**config.mk**
```make
export PLATFORM = sky130hd
export DESIGN_NAME = life_matrix_scan
export DESIGN_NICKNAME = d
export VERILOG_FILES = /design/src/rtl/life_matrix_scan.sv
export SDC_FILE = /design/constraint.sdc
export NUM_CORES = 1
export LEC_CHECK = 0
export BUFFER_PORTS_ARGS = -buffer_cell sky130_fd_sc_hd__buf_4
export CAP_MARGIN = 20
export CORE_MARGIN = 2
export CORE_UTILIZATION = 40
export CTS_BUF_LIST = sky130_fd_sc_hd__clkbuf_4
export DETAILED_ROUTE_END_ITERATION = 8
export MAX_ROUTING_LAYER = met4
export PLACE_DENSITY = 0.59
export SLEW_MARGIN = 20
export SYNTH_ARGS = -nofsm -noshare
export SYNTH_HDL_FRONTEND = slang
export SYNTH_SLANG_ARGS = --single-unit
export TNS_END_PERCENT = 5
```
**constraint.sdc**
```tcl
create_clock -name clk -period 2.4 [get_ports clk]
set_input_delay 0.24 -clock clk [delete_from_list [all_inputs] [get_ports clk]]
set_output_delay 0.24 -clock clk [all_outputs]
set_load 0.1 [all_outputs]
```
**src/rtl/life_matrix_scan.sv**
```systemverilog
// Row-scanned LED matrix driver with a double-buffered frame, a blank
// interval before each row, per-row PWM and a swap handshake.

module life_matrix_row #(
  parameter int X = 8
) (
  input  logic         clk,
  input  logic         rst,
  input  logic         we,
  input  logic         sel,
  input  logic [X-1:0] d,
  output logic [X-1:0] q0,
  output logic [X-1:0] q1
);
  always_ff @(posedge clk) begin
    if (rst) begin
      q0 <= '0;
      q1 <= '0;
    end else if (we) begin
      if (sel) q1 <= d;
      else     q0 <= d;
    end
  end
endmodule

module life_matrix_scan #(
  parameter int X              = 8,
  parameter int Y              = 8,
  parameter int LOG2Y          = 3,
  parameter int DWELL_W        = 4,
  parameter int DWELL          = 8,
  parameter int BLANK          = 2,
  parameter bit ROW_ACTIVE_LOW = 1'b0,
  parameter bit COL_ACTIVE_LOW = 1'b0
) (
  input  logic               clk,
  input  logic               rst,
  input  logic               wr_en,
  input  logic [LOG2Y-1:0]   wr_addr,
  input  logic [X-1:0]       wr_data,
  input  logic               swap_req,
  input  logic [DWELL_W-1:0] bright,
  output logic               swap_ack,
  output logic               frame_start,
  output logic [LOG2Y-1:0]   cur_row,
  output logic [Y-1:0]       row,
  output logic [X-1:0]       col
);
  localparam int BW    = $clog2(BLANK + 1);
  localparam int CNT_W = (DWELL_W > BW) ? DWELL_W : BW;

  typedef enum logic {S_BLANK, S_ON} phase_t;

  // phase/cnt/rix describe the cycle currently on the pins; run = 0 means
  // the first post-reset cycle has not been shown yet, so position 0 is held
  phase_t             phase, n_phase;
  logic [CNT_W-1:0]   cnt, n_cnt;
  logic [LOG2Y-1:0]   rix, n_rix;
  logic               run;
  logic               front;
  logic               pending;
  logic [DWELL_W-1:0] bright_l, bright_n;
  logic               wrap, do_swap, on, lit;
  logic [Y-1:0]       oh;
  logic [X-1:0]       frow;
  logic               wr_hit;

  logic [Y-1:0][X-1:0] buf0, buf1;

  assign wr_hit = wr_en && ({1'b0, wr_addr} < (LOG2Y+1)'(Y));

  for (genvar r = 0; r < Y; r++) begin : g_row
    life_matrix_row #(.X(X)) u_row (
      .clk (clk),
      .rst (rst),
      .we  (wr_hit && (wr_addr == LOG2Y'(r))),
      .sel (~front),
      .d   (wr_data),
      .q0  (buf0[r]),
      .q1  (buf1[r])
    );
  end

  always_comb begin
    n_phase = phase;
    n_cnt   = cnt;
    n_rix   = rix;
    wrap    = 1'b0;
    if (run) begin
      if (phase == S_BLANK) begin
        if (cnt == CNT_W'(BLANK - 1)) begin
          n_phase = S_ON;
          n_cnt   = '0;
        end else begin
          n_cnt = cnt + CNT_W'(1);
        end
      end else begin
        if (cnt == CNT_W'(DWELL - 1)) begin
          n_phase = S_BLANK;
          n_cnt   = '0;
          if (rix == LOG2Y'(Y - 1)) begin
            n_rix = '0;
            wrap  = 1'b1;
          end else begin
            n_rix = rix + LOG2Y'(1);
          end
        end else begin
          n_cnt = cnt + CNT_W'(1);
        end
      end
    end
  end

  always_comb begin
    do_swap  = wrap && (pending || swap_req);
    on       = (n_phase == S_ON);
    // brightness for a row is taken on entry to its ON phase
    bright_n = (phase == S_BLANK && on) ? bright : bright_l;
    lit      = on && (n_cnt < CNT_W'(bright_n));
    frow     = front ? buf1[n_rix] : buf0[n_rix];
    oh       = '0;
    if (on) oh[n_rix] = 1'b1;
  end

  always_ff @(posedge clk) begin
    if (rst) begin
      phase       <= S_BLANK;
      cnt         <= '0;
      rix         <= '0;
      run         <= 1'b0;
      front       <= 1'b0;
      pending     <= 1'b0;
      bright_l    <= '0;
      swap_ack    <= 1'b0;
      frame_start <= 1'b0;
      row         <= {Y{ROW_ACTIVE_LOW}};
      col         <= {X{COL_ACTIVE_LOW}};
    end else begin
      run         <= 1'b1;
      phase       <= n_phase;
      cnt         <= n_cnt;
      rix         <= n_rix;
      bright_l    <= bright_n;
      pending     <= do_swap ? 1'b0 : (pending | swap_req);
      if (do_swap) front <= ~front;
      swap_ack    <= do_swap;
      frame_start <= ~run | wrap;
      row         <= oh ^ {Y{ROW_ACTIVE_LOW}};
      col         <= (lit ? frow : '0) ^ {X{COL_ACTIVE_LOW}};
    end
  end

  assign cur_row = rix;
endmodule

```
==> impl_metrics.ini, run 1 <==
[layout]
nNetsFinal = 894
fin_area_um2 = 8790
syn2layout_area_growth_pct = 20.8
post_route_cells_drive_above_1_share_pct = 22.6
utilization_pct = 49.1

[synth]
yosys.area.top_type = dfxtp_1
netlist.area_leader.share_pct = 44.3
yosysMostFrequentCell = dfxtp_1
synth_edf_count = 0
syn-num-nets = 818
synth.area.top_cells = dfxtp_1 44%, mux2i_1 18%, nor2_1 8.3%
synth_area_per_cell_um2 = 9.19
synth_seq_area_share_pct = 44.3
synthesis.instances = 792
synth_area_um2 = 7280
ys.flop_type = dfxtp_1
synthArstFlopShare_pct = 0
synth_warnings = 0
synth_common_cells = 161 x dfxtp_1, 160 x nor2_1, 132 x mux2i_1
yosysUniqueCellTypes = 59
synth-seq-cells = 161

[drt]
ant_nets = 0
vias = 6181
routedWlPerCell_um = 18.7
drcViolationCount = 0
vias_per_cell = 5.56
drt_first_pass_iters = 6
drt-initial-drc-count = 540
finalWirelength_um = 20800

[critical_path]
cp_max_fo = 7
crit_path_end_kind = flip-flop
worstPathRequired_ns = 2.93
start_kind = flip-flop
worstPathArrival_ns = 3.12
path_class = reg -> reg

[grt]
grt_max_degree = 144
gr-total-overflow = 0
grt.total_usage_pct = 22.4
grt_antenna_before_repair = 1
grt_pass1_wl_um = 33300
grt_pass1_vias = 6205

[sta]
report.final.slew_viol_count = 0
max_slew.worst_pin.slew_ns = 1.01
fin_skew_ns = 0.0202
finalSetupViolCount = 8
holdWs_ns = 0.0437
rsz0062_at_grt = true
slew_headroom_pct = 32.5
fin_crit_sh_pct = 108
period_needed_ns = 2.59
final.setup.worst_slack_ns = -0.194
hold_violations = 0
clock.fmax_mhz = 385

[floorplanning]
core-area_um2 = 17900
io_pins = 40
fp.dieArea_um2 = 19300
start_util_pct = 40.6
die_w_um = 139
die_h_um = 139
row_count = 49

[pwr]
p_leak_nw = 3.55
p_per_area_nw_per_um2 = 578
power_mw = 5.08
peakVddDrop_mv = 0.310

[worst_hold_path]
hp-class = in -> reg

[place]
dpl.hpwl_um = 13900
gp_congestion = 0.840
io_buffers = 39
postPlaceCellArea_um2 = 8240

[run_status]
violations = negative setup slack
status = complete, but fails checks

[cts]
clkLatencyLatePin_ns = 0.59
clk_pin_slew_ns = 0.14
cts.htree.levels = 4
cts-buffers-inserted = 17
cts.root.buffer_cell = clkbuf_4
cts_tree = built
cts_max_path_buffers = 2
cts_sinks = 161

[flow_run]
max_cap_violations = 0
[kinds of logic (layout without fill, tap and decap cells)]
kind of cell / Yosys count / count (layout) / share of synthesized area (%)
XOR/XNOR: 2 / 2 / 0.241
flip-flops: 161 / 161 / 44.3
AO/OA/AOI/OAI: 153 / 153 / 14.3
multiplexers: 139 / 139 / 19.2
AND/OR/NAND/NOR: 256 / 256 / 15.9
other: 0 / 1 / 0
buffers and inverters: 74 / 163 / 4.75
adder cells (fa/ha/maj): 7 / 7 / 1.20
[repair_timing]
item / CTS / global route
endpoints found under the hold margin: 3 / 0
pin swaps: 14 / 6
gates resized for setup: 19 / 12
setup buffers: 2 / 0
endpoints found under the setup margin: 8 / 8
hold buffers: 3 / 0
[registers in the layout, summed over array words and instances (netlist names)]
register,count
cur_row,3
front,1
bright_l,4
g_row.u_row.q1,64
frame_start,1
row,8
g_row.u_row.q0,64
pending,1
phase,1
cnt,4
swap_ack,1
col,8
run,1
[metrics by stage]
step | setup WS, ns | TNS [ns] | std cells
2_1_floorplan | -0.000502 | -0.000502 | 792
3_3_place_gp | -0.135 | -1.02 | 1073
3_5_place_dp | -0.279 | -2.00 | 1073
4_1_cts | -0.178 | -1.37 | 1110
5_1_grt | -0.314 | -2.29 | 1111
6_report | -0.194 | -1.37 | 1111
[power breakdown]
part | total, mW | leakage, nW | internal [mW] | switching (mW)
Combinational | 0.387 | 2.07 | 0.154 | 0.233
Clock | 1.96 | 0.180 | 0.972 | 0.991
Sequential | 2.73 | 1.30 | 2.71 | 0.0212
Total | 5.08 | 3.55 | 3.83 | 1.25
[final timing paths]
path / start / endpoint / slack (ns) / depth (start not counted)
setup reg to reg: cnt[1] / col[2] / -0.19 / 12
hold reg to reg: g_row[2].u_row.q0[1] / g_row[2].u_row.q0[1] / 0.51 / 2
setup / recovery: cnt[1] / col[2] / -0.19 / 12
hold / removal: bright[2] / bright_l[2] / 0.04 / 4
[worst max-delay path, stage by stage, from the launching register on]
cell and delay [ns]:
dfxtp_2 0.35, inv_2 0.07, ha_4 0.14, or3b_4 0.40, nor2_4 0.18, nor2_1 0.06, ha_1 0.27, o21a_1 0.20
a21oi_2 0.15, o211ai_1 0.16, or2_1 0.27, buf_6 0.15, o22ai_4 0.14
[cell type report]
class | count | area, um2
clock inverter | 12 | 208
tap | 229 | 287
multi-input combinational | 557 | 3880
clock buffer | 20 | 150
antenna | 1 | 2.50
fill | 1695 | 9110
timing repair buffer | 118 | 976
sequential | 161 | 3240
inverter | 13 | 48.8
[metal layers]
layer / routed length (um) / up-vias / global-route usage, %
met4: 553 / 0 / 8.03
met5: 0 / - / -
met2: 9660 / 177 / 35.0
met1: 9560 / 2989 / 29.0
met3: 993 / 44 / 4.66
li1: - / 2971 / -
[cells in the final DEF, fill, tap and decap left out, types with 7 or more instances in the layout]
master,count
nor2_1,158
dfxtp_1,156
mux2i_1,132
buf_4,107
a21oi_1,55
nor3_1,32
o32ai_1,27
clkbuf_4,20
nand2_1,14
a211oi_1,13
inv_1,12
o21ai_0,12
o22ai_1,8
nand3_1,7
a22o_1,7
mux2_2,7
No activity file was read; power rests on OpenSTA's default activity.
==> run 2, diff against run 1 <==
--- a/config.mk
+++ b/config.mk
@@ -13,6 +13,7 @@
 export DETAILED_ROUTE_END_ITERATION = 8
 export MAX_ROUTING_LAYER = met4
 export PLACE_DENSITY = 0.59
+export SKIP_CTS_REPAIR_TIMING = 1
 export SLEW_MARGIN = 20
 export SYNTH_ARGS = -nofsm -noshare
 export SYNTH_HDL_FRONTEND = slang
==> run 2 against run 1 <==
  * Critical endpoint unchanged
  * Clock-buffer cell count did not move
  * Critical path depth did not move
  * Non-clock buffer count fell by 1
  * Worst hold slack improved by 0.0089 ns
  * Highest routed layer unchanged
  * Global-route usage fell by 0.11 points
  * Die area did not move
  * Core utilization rose by 0.49 points
  * Final cell count barely moved
  * The run still ends with negative setup slack left
  * Fmax rose by 1.8%
  * Sequential cell count did not move
  * Critical path type unchanged
  * Cell area rose by 1.0%
==> impl_metrics.ini, run 2 (synthesized netlist as in run 1, its figures left out) <==
[drt]
routedWlPerCell_um = 18.7
finalWirelength_um = 20800
drt-initial-drc-count = 496
drcViolationCount = 0
ant_nets = 0
vias = 6222
vias_per_cell = 5.61
drt_first_pass_iters = 5

[layout]
nFillCells = 1680
nNetsFinal = 893
layout_commonest_cell = nor2_1
largestRegisters = g_row.u_row.q0: 64 flops, g_row.u_row.q1: 64 flops
syn2layout_area_growth_pct = 22.0
utilization_pct = 49.6
post_route_cells_drive_above_1_share_pct = 24.0
final_cell_mix = 157 x nor2_1, 156 x dfxtp_1, 131 x mux2i_1

[floorplanning]
io_pins = 40
core-area_um2 = 17900
die_w_um = 139
row_count = 49
start_util_pct = 40.6
fp.dieArea_um2 = 19300
die_h_um = 139

[place]
gp_congestion = 0.840
io_buffers = 39
place_ws_ns = -0.279
dpl.hpwl_um = 13900

[pwr]
peakVddDrop_mv = 0.310
p_leak_nw = 3.56
p_per_area_nw_per_um2 = 572

[sta]
slew_headroom_pct = 35.1
period_needed_ns = 2.55
rsz0062_at_grt = true
final.setup.worst_slack_ns = -0.147
report.final.slew_viol_count = 0
hold_violations = 0
fin_skew_ns = 0.0202
clock.fmax_mhz = 393
fin_crit_sh_pct = 106
finalSetupViolCount = 8
max_slew.worst_pin.slew_ns = 0.970

[grt]
grt.total_usage_pct = 22.3
gr-total-overflow = 0
grt_pass1_wl_um = 33200
grt_pass1_vias = 6185
grt_max_degree = 144
grt_antenna_before_repair = 1

[cts]
cts.root.buffer_cell = clkbuf_4
clk_pin_slew_ns = 0.14
cts_sinks = 161
cts_max_path_buffers = 2
cts-buffers-inserted = 17
cts.htree.levels = 4
cts_tree = built
clkLatencyLatePin_ns = 0.58

[flow_run]
max_cap_violations = 0

[critical_path]
start_kind = flip-flop
cp_max_fo = 7
path_class = reg -> reg
worstPathArrival_ns = 3.07
crit_start = cnt[1]
r2r_start = cnt[1]
crit_path_end_kind = flip-flop
worstPathRequired_ns = 2.92

[run_status]
violations = negative setup slack
status = complete, but fails checks

[worst_hold_path]
hp-class = in -> reg
min_from = wr_data[7]
==> run 2: layer usage <==
layer	vias up	GRT usage (%)	part of all wire, %
met5	-	-	0
met4	0	7.97	2.5
met3	38	4.73	5.6
met2	211	34.9	47
met1	3003	28.7	45
li1	2970	-	-
==> run 2: final cells by class <==
class                   count  area (um2)  share of cell area (%)
flip-flops and latches    161        3240                    36.5
clock buffers              20         150                    1.69
clock inverters            12         208                    2.34
well taps                 229         287                    3.23
diodes                      1        2.50                  0.0282
multi-input cells         557        3980                    44.8
inverters                  13        48.8                   0.550
repair buffers            117         968                    10.9
==> run 2: report_power, final <==
group	total [mW]	internal, mW	switching [mW]
registers	2.73	2.71	0.0223
logic	0.393	0.157	0.236
clock network	1.96	0.972	0.987
==> run 2: worst max-delay path: stages, from the launching register on <==
cell	delay [ns]
dfxtp_2	0.35
inv_2	0.06
ha_4	0.14
or3b_4	0.40
nor2_4	0.18
nor2_2	0.08
ha_4	0.15
or2_4	0.24
a21oi_2	0.15
o211ai_1	0.16
or2_1	0.29
buf_6	0.16
o22ai_4	0.14
==> run 2: through the flow <==
stage	instances	TNS (ns)	power (mW)	hold slack (ns)	cell area, um2
final	1110	-0.989	5.08	0.0526	8880
after global routing	1110	-2.02	5.27	0.0195	8880
after CTS	1105	-2.41	5.08	-0.0727	8600
after detailed placement	1073	-2.00	3.14	0.481	8240
after global placement	1073	-1.02	3.13	0.469	8240
after floorplan	792	-0.000502	3.00	0.387	7320
==> run 2: worst paths after layout <==
path,end,slack (ns),cells after the start
max,col[2],-0.15,12
min,g_row[6].u_row.q0[7],0.05,3
max reg2reg,col[2],-0.15,12
min reg2reg,g_row[2].u_row.q0[1],0.51,2
